<file path="config.mk">
export PLATFORM = sky130hd
export DESIGN_NAME = adder_subtractor
export DESIGN_NICKNAME = d
export VERILOG_FILES = /design/src/rtl/adder_subtractor.sv
export SDC_FILE = /design/constraint.sdc
export NUM_CORES = 1
export LEC_CHECK = 0
export BUFFER_PORTS_ARGS = -buffer_cell sky130_fd_sc_hd__buf_2
export CORE_AREA = 2 2 39 41
export CTS_BUF_LIST = sky130_fd_sc_hd__clkbuf_8
export DETAILED_ROUTE_END_ITERATION = 8
export DIE_AREA = 0 0 41 43
export PLACE_DENSITY_LB_ADDON = 0.05
export SETUP_SLACK_MARGIN = 0.02
export SYNTH_ARGS = -nofsm -noshare
export SYNTH_HDL_FRONTEND = slang
export SYNTH_SLANG_ARGS = --single-unit
export TNS_END_PERCENT = 20
</file>
<file path="constraint.sdc">
create_clock -name clk -period 2.7 [get_ports clk]
set_input_delay 0.135 -clock clk [delete_from_list [all_inputs] [get_ports clk]]
set_output_delay 0.135 -clock clk [all_outputs]
set_load 0.02 [all_outputs]
</file>
<file path="src/rtl/adder_subtractor.sv">
`default_nettype none
// ============================================================================
// Module   : adder_subtractor
// Brief    : Registered WIDTH-bit two's-complement adder/subtractor, 1-cycle
//            latency, with carry, signed overflow and zero flags.
// Revision : 1.0 - initial release
// ============================================================================
module adder_subtractor #(
    parameter int WIDTH = 4
) (
    input  logic             clk,
    input  logic             rst_n,
    input  logic [WIDTH-1:0] A,
    input  logic [WIDTH-1:0] B,
    input  logic             mode,
    input  logic             in_valid,
    output logic [WIDTH-1:0] result,
    output logic             carry,
    output logic             overflow,
    output logic             zero,
    output logic             out_valid
);

    logic [WIDTH-1:0] w_b;
    logic [WIDTH-1:0] w_sum;
    logic [WIDTH:0]   w_c;

    // Subtraction is A + ~B + 1: invert B and inject mode as the carry-in.
    assign w_b    = B ^ {WIDTH{mode}};
    assign w_c[0] = mode;

    generate
        for (genvar i = 0; i < WIDTH; i++) begin : g_fa
            assign w_sum[i]  = A[i] ^ w_b[i] ^ w_c[i];
            assign w_c[i+1]  = (A[i] & w_b[i]) | (w_c[i] & (A[i] ^ w_b[i]));
        end
    endgenerate

    logic [WIDTH-1:0] result_q, result_d;
    logic             carry_q, carry_d;
    logic             overflow_q, overflow_d;
    logic             zero_q, zero_d;
    logic             out_valid_q, out_valid_d;

    always_comb begin
        result_d    = result_q;
        carry_d     = carry_q;
        overflow_d  = overflow_q;
        zero_d      = zero_q;
        out_valid_d = in_valid;
        if (in_valid) begin
            result_d   = w_sum;
            carry_d    = w_c[WIDTH];
            overflow_d = w_c[WIDTH] ^ w_c[WIDTH-1];
            zero_d     = (w_sum == '0);
        end
    end

    always_ff @(posedge clk) begin
        if (!rst_n) begin
            result_q    <= '0;
            carry_q     <= 1'b0;
            overflow_q  <= 1'b0;
            zero_q      <= 1'b0;
            out_valid_q <= 1'b0;
        end else begin
            result_q    <= result_d;
            carry_q     <= carry_d;
            overflow_q  <= overflow_d;
            zero_q      <= zero_d;
            out_valid_q <= out_valid_d;
        end
    end

    assign result    = result_q;
    assign carry     = carry_q;
    assign overflow  = overflow_q;
    assign zero      = zero_q;
    assign out_valid = out_valid_q;

endmodule
`default_nettype wire

</file>
[Word level (Yosys, flattened, before mapping)]
Cells that the tools add are included.
Word-level totals
  memory bits (read-only): 0
  RAM bits: 0
  bits in registers: 8
  memories kept: 0
  bits in latches: 0
  output and inout bits: 8
Cells by class
  equal/unequal tests: 0
  $mul: 0
  $lt $le $gt $ge: 0
  reductions and logical operators: 1
  bitwise gates (word level): 22
  div/mod/pow operators: 0
  add/subtract/negate cells: 0
  shift operators: 0
  mux-type cells: 0
Operator list (count)
  XOR 1 bit: 9
  bitwise AND 1 bit: 8
  zero test 4 bit: 1
  OR 1 bit: 4
  XOR 4 bit: 1

[Longest topological paths before layout]
Gate-level depths: netlist of the first run.
  word-level depth: 11
  mapped depth: 9
  mapped depth without buffers: 9

[Worst setup path after synthesis of the first run]
Ideal clock, no wire load.
  path kind: input to register
  start point: input port B[0]
  end point: register zero_q, in the netlist zero
  library setup time: 70 ps
  data required time: 2630 ps
  slack: 454 ps
  stages: 8
  arrival time: 2176 ps
  path buffers: 0
  path through: mux2_1 > fa_1 > inv_1 > fa_1 > inv_1 > fa_1 > or4b_1 > a21boi_1
Between the ends
  longest elaborated chain between the ends: 10
Ends and longest elaborated chain
  start: declaration: RTL line 14  | input logic [WIDTH-1:0] B,
  XOR 4 bit (*): RTL line 29  | assign w_b = B ^ {WIDTH{mode}};
  XOR 1 bit: RTL line 35  | assign w_c[i+1] = (A[i] & w_b[i]) | (w_c[i] & (A[i] ^ w_b[i]));
  bitwise AND 1 bit: RTL line 35
  OR 1 bit (*): RTL line 35
  bitwise AND 1 bit (*): RTL line 35
  OR 1 bit (*): RTL line 35
  bitwise AND 1 bit (*): RTL line 35
  OR 1 bit (*): RTL line 35
  XOR 1 bit (*): RTL line 34  | assign w_sum[i] = A[i] ^ w_b[i] ^ w_c[i];
  via w_sum[3]: RTL line 25  | logic [WIDTH-1:0] w_sum;
  zero test 4 bit (*): RTL line 55  | zero_d = (w_sum == '0);
  end signal: assignment: RTL line 70  | zero_q <= zero_d;
  end: declaration: RTL line 42  | logic zero_q, zero_d;
Mark *: on every way through the listed nets, which the timed path passes. The rest lies on a longest branch.
A chain may end at the register's enable or synchronous reset.

[Worst setup path after layout of the first run]
Same ends and word-level chain as after synthesis.

==> results by group, run 1 <==
GRT
  • Vias in the first global route: approximately 320
  • Total gr overflow: 0
  • Pin count of the biggest net entering global routing: 11
  • Antenna violations before repair: 0
  • First-pass GRT wire length: between 1000 and 1500 microns
  • Total global routing track utilization: 0.106

Route
  • Sum of routed wire segments on met1: 292 microns
  • Iter 0 DRT Violations: 3
  • Number of vias in the routed layout: approximately 310
  • Final antenna-violating net count: 0
  • DRC Markers: 0
  • Highest metal layer with signal wires: met3
  • Number of iterations in the first detailed-routing pass: 2
  • Total length of routed met3 wires: about 68 microns
  • Final Routed Wirelength: between 700 and 800 microns
  • Met2 layer wire length in the routed design: 369 microns
  • Routed length per instance: slightly below 10 microns
  • Via density: ~4.2

Floorplanning
  • Total core area: around 1400 sq um
  • Placement row count: 14
  • Die outline width: ~40 microns
  • IO Pins: 20
  • Die Y-Extent: 43 microns
  • Starting density of the core: 0.311
  • DIE AREA: around 1800 sq um

STA
  • Slew Viols, Final: 0
  • Endpoints failing hold: 0
  • Final-layout worst hold slack: roughly 0.21 ns
  • Transition time at the pin with the least slew margin: about 0.23 ns
  • Worst rel slew slack: 0.848
  • Setup Total Neg Slack: 0 ns
  • Top achievable clock speed: between 400 and 500 MHz
  • Crit share post-route: 0.841
  • RSZ-0062 raised after global routing: no
  • Setup violations, final: 0
  • Period minus WS final: about 2.3 ns
  • Worst Clk Skew: 0 ns

Worst setup path
  • Maximum fanout along the worst path: 2
  • Sequence of cells on the critical path: buf_2 > mux2_1 > fa_1 > inv_1 > fa_1 > inv_1 > fa_1 > or4b_1 > a21boi_1
  • CP Class: primary input to register
  • Worst path top cell family by delay: adder cells
  • Required time of the critical path: roughly 2.9 ns
  • CP arrival: between 2 and 2.5 ns
  • CP max-delay cell: sky130_fd_sc_hd__or4b_1
  • Kind of start point of the critical path: primary input
  • Cell with the most instances on the worst path: sky130_fd_sc_hd__fa_1
  • Reg2Reg Setup Slack: ~2.1 ns
  • Critical path buffer and inverter count: 3
  • Setup crit end kind: register
  • Delay contributed by the slowest stage of the critical path: approximately 0.53 ns

Clock network
  • CTS H-Tree Depth: 1
  • Number of clock buffers inserted by TritonCTS: 3
  • Post-CTS Hold Fix Bufs: 0
  • Number of setup buffers added after CTS: 0
  • Worst skew pair latency: 0.22 ns
  • TritonCTS clock tree: built
  • CTS Root Buffer Type: sky130_fd_sc_hd__clkbuf_8
  • Clock Pin Slew Worst Setup and Hold Paths: roughly 0.040 ns
  • Clk buf depth: 2
  • Clock Sink Count: 8
  • Post_cts resized: 0

Yosys
  • Cell types with the largest area share after synthesis: sky130_fd_sc_hd__dfxtp_1, sky130_fd_sc_hd__fa_1, sky130_fd_sc_hd__mux2i_1
  • Register bit count reported by yosys: 8
  • Number of nets in the synthesized netlist: 52
  • Fraction of the yosys area taken by sequential cells: 0.372
  • Synth warn: 0
  • Synthesized area per cell: ~12 sq um
  • Post-synthesis cell type count: 16
  • Share of Yosys cell area claimed by the top area cell type: 0.372
  • Dominant cell by count in the synthesized netlist: sky130_fd_sc_hd__dfxtp_1
  • Number of enable-type register cells in the synthesized netlist: 0
  • Dominant register cell in the synthesized netlist: sky130_fd_sc_hd__dfxtp_1
  • Synth area leader: sky130_fd_sc_hd__dfxtp_1
  • Synthesized netlist cell count: 37
  • Post-Synthesis Cell Area: approximately 430 sq um
  • Top cell types by occurrence after synthesis: sky130_fd_sc_hd__dfxtp_1, sky130_fd_sc_hd__mux2i_1, sky130_fd_sc_hd__nor2b_1
  • Async set-or-reset flop fraction in the synthesized netlist: 0

Finish
  • Filler cell count in the final layout: roughly 150
  • Layout cells sized above 1: 0.414
  • Number of antenna repair diodes: 0
  • Area growth from synthesis to final layout: 33.7%
  • Nets: between 70 and 80

Job
  • Max-capacitance violation count: 0

Power
  • Areal power density over the cells: 639 nW/um^2
  • Worst IR drop on VDD: 0.000321 V
  • Static leakage power: about 0.30 nW

Placed design
  • Post-detailed-placement half-perimeter wirelength: approximately 650 microns
  • Port Buffer Count: 19
  • Last weighted congestion value of the routability-driven placer: ~0.61

Status
  • Run status: complete, no violations

Worst hold path
  • Class of the tightest hold or removal check: primary input to register
## metal layers
| metal | track usage | up-vias |
|---|---|---|
| met1 | 0.105 | 139 |
| met5 | 0 | - |
| li1 | - | 162 |
| met2 | 0.169 | 12 |
| met4 | 0.0400 | 0 |
| met3 | 0.0681 | 0 |
## per-stage QoR
step           worst slack [ns]  instance area [sq um]   util  power [W]  cells
2_1_floorplan             0.454                    430      -   0.000204     37
3_3_place_gp              0.248                    534  0.386   0.000232     71
3_5_place_dp              0.182                    534  0.386   0.000235     71
4_1_cts                   0.414                    576  0.416   0.000377     74
5_1_grt                   0.317                    576  0.416   0.000398     74
6_report                  0.430                    576  0.416   0.000368     74
## placed cells by master (no fill, tap or decap), types with 2 or more instances in the layout
| cell type | n |
|---|---|
| sky130_fd_sc_hd__clkbuf_8 | 3 |
| sky130_fd_sc_hd__o211a_1 | 2 |
| sky130_fd_sc_hd__fa_1 | 3 |
| sky130_fd_sc_hd__buf_2 | 19 |
| sky130_fd_sc_hd__mux2i_1 | 4 |
| sky130_fd_sc_hd__inv_1 | 3 |
| sky130_fd_sc_hd__nor2b_1 | 4 |
| sky130_fd_sc_hd__xor2_1 | 2 |
| sky130_fd_sc_hd__xnor2_1 | 3 |
| sky130_fd_sc_hd__dfxtp_1 | 8 |
## power breakdown
part / leakage (nW) / internal (W) / switching [W]
Clock: 0.0216 / 0.0000961 / 0.0000415
Sequential: 0.0661 / 0.000131 / 0.00000477
Combinational: 0.209 / 0.0000440 / 0.0000506
Total: 0.297 / 0.000271 / 0.0000969
## cell families (layout without fill, tap and decap cells)
group	count (synthesis)	count (layout)	synth area share
multiplexers	5	5	0.119
AO/OA/AOI/OAI	3	3	0.0640
flip-flops	8	8	0.372
XOR/XNOR	5	5	0.102
buffers and inverters	4	25	0.0523
adder cells (fa/ha/maj)	3	3	0.140
AND/OR/NAND/NOR	9	9	0.151
## registers in the layout, indices dropped and copies added (netlist names)
register / cells
carry: 1
out_valid: 1
zero: 1
overflow: 1
result: 4
## layout make-up
cell class	instances	area, sq um	area share
inverters	3	11.3	0.0196
clock buffers	3	41.3	0.0717
repair buffers	19	95.1	0.165
flip-flops and latches	8	160	0.278
well taps	16	20.0	0.0348
multi-input cells	25	248	0.430
## worst paths after layout
path / startpoint / to / cells past startpoint
setup / recovery: B[0] / zero$_SDFFE_PN0P_ / 9
hold / removal: rst_n / out_valid$_SDFF_PN0_ / 2
setup reg to reg: result[0]$_SDFFE_PN0P_ / result[0]$_SDFFE_PN0P_ / 1
hold reg to reg: zero$_SDFFE_PN0P_ / zero$_SDFFE_PN0P_ / 2
Power figures use the tool's default switching activity.
==> run 2: changes to the inputs <==
Clock period 2.7 ns to 2.3 ns, I/O delays scaled along.
==> run 2 against run 1 <==
  * Sequential power up 18%
  * Clock skew did not move
  * Routed wire length rose by 21%
  * Global-route usage up 2.4 points
  * Via count rose by 8.6%
  * Setup slack got worse by 0.30 ns
  * Count of clock-buffer cells in the layout is the same
  * First-iteration DRC count down 100%
  * Utilization increased by 2.9 points
==> results by group, run 2 (same netlist as run 1, synthesis figures left out) <==
Worst setup path
  • CP Class: primary input to register
  • Reg2Reg Setup Slack: 1.68 ns (-0.42 ns)
  • Setup crit end kind: register
  • Delay contributed by the slowest stage of the critical path: 0.52 ns (about the same)
  • Count of cells along the worst register-to-register path: 1 (unchanged)
  • CP arrival: 2.32 ns (-0.10 ns)
  • Maximum fanout along the worst path: 2 (unchanged)
  • Startpoint of the most critical register-to-register path: result[0]$_SDFFE_PN0P_
  • Cell with the most instances on the worst path: sky130_fd_sc_hd__fa_1
  • CP max-delay cell: sky130_fd_sc_hd__or4b_1
  • Required time of the critical path: 2.45 ns (-0.40 ns)
  • Sequence of cells on the critical path: buf_2 > mux2_1 > fa_1 > inv_2 > fa_2 > inv_1 > fa_1 > or4b_1 > a21boi_1
  • Kind of start point of the critical path: primary input
  • Reg2reg end: result[0]$_SDFFE_PN0P_

Power
  • Static leakage power: 0.319 nW (+7.5%)
  • Worst IR drop on VDD: 0.000387 V (+21%)
  • Areal power density over the cells: 736 nW/um^2 (+15%)
  • Final Total Pwr: 0.000453 W (+23%)

Clock network
  • CTS Root Buffer Type: sky130_fd_sc_hd__clkbuf_8
  • Worst skew pair latency: 0.22 ns (about the same)
  • Clk buf depth: 2 (unchanged)
  • Number of setup buffers added after CTS: 0 (unchanged)
  • CTS H-Tree Depth: 1 (unchanged)
  • Post-CTS Hold Fix Bufs: 0 (unchanged)
  • Clock Sink Count: 8 (unchanged)
  • TritonCTS clock tree: built
  • Number of clock buffers inserted by TritonCTS: 3 (unchanged)
  • Clock Pin Slew Worst Setup and Hold Paths: 0.04 ns (about the same)

Floorplanning
  • Die outline width: 41 microns (unchanged)
  • DIE AREA: 1760 sq um (unchanged)
  • Total core area: 1380 sq um (unchanged)
  • Die Y-Extent: 43 microns (unchanged)
  • Placement row count: 14 (unchanged)
  • Starting density of the core: 0.311 (unchanged)
  • IO Pins: 20 (unchanged)

STA
  • Worst Clk Skew: 0 ns (unchanged)
  • Worst rel slew slack: 0.841 (-0.00619)
  • Top achievable clock speed: approximately 460 MHz
  • Slew Viols, Final: 0 (unchanged)
  • RSZ-0062 raised after global routing: no
  • Endpoints failing hold: 0 (unchanged)
  • Period minus WS final: 2.17 ns
  • Crit share post-route: 0.943
  • Transition time at the pin with the least slew margin: 0.236 ns (+0.00759 ns)
  • Minimum setup slack in the final design: 0.131 ns (-0.299 ns)
  • Setup violations, final: 0 (unchanged)

GRT
  • Total gr overflow: 0 (unchanged)
  • Vias in the first global route: 360 (+14%)
  • Pin count of the biggest net entering global routing: 11 (unchanged)
  • First-pass GRT wire length: 1460 microns (+17%)
  • Total global routing track utilization: 0.130 (+0.0241)
  • Antenna violations before repair: 0 (unchanged)

Finish
  • Nets: 80 (+6.7%)
  • Commonest cells after routing, fill and taps aside: sky130_fd_sc_hd__buf_2, sky130_fd_sc_hd__dfxtp_1, sky130_fd_sc_hd__buf_4, sky130_fd_sc_hd__mux2i_1, sky130_fd_sc_hd__nor2b_1
  • Final cell area excluding filler cells: 616 sq um (+7.0%)
  • Number of antenna repair diodes: 0 (unchanged)
  • Final instance count without filler cells: 79 (+6.8%)
  • Area growth from synthesis to final layout: 43.0%
  • Layout cells sized above 1: 0.492 (+0.0783)
  • Largest register FFs: 4 (unchanged)
  • Commonest non-fill, non-tap cell in the layout: sky130_fd_sc_hd__buf_2

Job
  • Max-capacitance violation count: 0 (unchanged)

Placed design
  • Port Buffer Count: 19 (unchanged)
  • Post-Place Setup Slack: -0.135 ns (-0.318 ns)
  • Number of placed instances, taps included: 76 (+7.0%)
  • Last weighted congestion value of the routability-driven placer: 0.647 (+5.7%)
  • Area after detailed placement: 572 sq um (+7.0%)

Route
  • Via density: 4.30 (+1.8%)
  • Final antenna-violating net count: 0 (unchanged)
  • Number of vias in the routed layout: 340 (+8.6%)
  • DRC Markers: 0 (unchanged)
  • Final Routed Wirelength: 882 microns (+21%)
  • Number of iterations in the first detailed-routing pass: 1 (-1)
  • Iter 0 DRT Violations: 0 (-3)
  • Routed length per instance: 11.2 microns (+13%)

Worst hold path
  • Class of the tightest hold or removal check: primary input to register
  • Number of cells on the worst hold path: 2 (unchanged)
  • End point of the worst hold path: result[2]$_SDFFE_PN0P_
  • Startpoint of the worst hold path: rst_n

Status
  • Run status: complete, no violations
run 2: layout make-up:
cell class / instances / area [sq um]
clock buffers: 3 / 41.3
fillers: 139 / 768
inverters: 3 / 11.3
multi-input cells: 25 / 250
flip-flops and latches: 8 / 160
well taps: 16 / 20.0
repair buffers: 24 / 133
run 2: per-layer routing:
metal / vias to the layer above / global-route usage / share of wire
li1: 174 / - / -
met1: 154 / 0.125 / 0.38
met2: 12 / 0.213 / 0.55
met3: 0 / 0.0576 / 0.077
met4: 0 / 0.0800 / 0
met5: - / 0 / 0
run 2: critical path: cells and delay by family:
kind,cells,cell delay [ns]
buffers and inverters,3,0.22
AND/OR/NAND/NOR,1,0.52
multiplexers,1,0.31
AO/OA/AOI/OAI,1,0.13
adder cells (fa/ha/maj),3,1.02
run 2: power breakdown:
part / switching, W / internal (W)
sequential: 0.00000566 / 0.000153
clock: 0.0000522 / 0.000113
combinational: 0.0000642 / 0.0000646
run 2: worst max-delay path by stage:
stage                     startpoint                 to  slack (ns)  cells after the start
after floorplan                 B[0]  zero$_SDFFE_PN0P_        0.07                      8
after global placement          B[0]  zero$_SDFFE_PN0P_       -0.07                      9
after detailed placement        B[0]  zero$_SDFFE_PN0P_       -0.14                      9
after CTS                       B[0]  zero$_SDFFE_PN0P_        0.09                      9
after global routing            B[0]  zero$_SDFFE_PN0P_        0.02                      9
final                           B[0]  zero$_SDFFE_PN0P_        0.13                      9
run 2: stage by stage:
stage          hold slack (ns)  setup TNS (ns)  utilization
6_report                 0.208               0        0.445
5_1_grt                  0.222               0        0.445
4_1_cts                  0.210               0        0.443
3_5_place_dp             0.449          -0.135        0.413
3_3_place_gp             0.427         -0.0668        0.413
2_1_floorplan            0.242               0            -
run 2: timing repair:
item,4_1_cts,5_1_grt
resized for setup,0,2
endpoints found under the hold margin,0,0
endpoints found under the setup margin,0,1
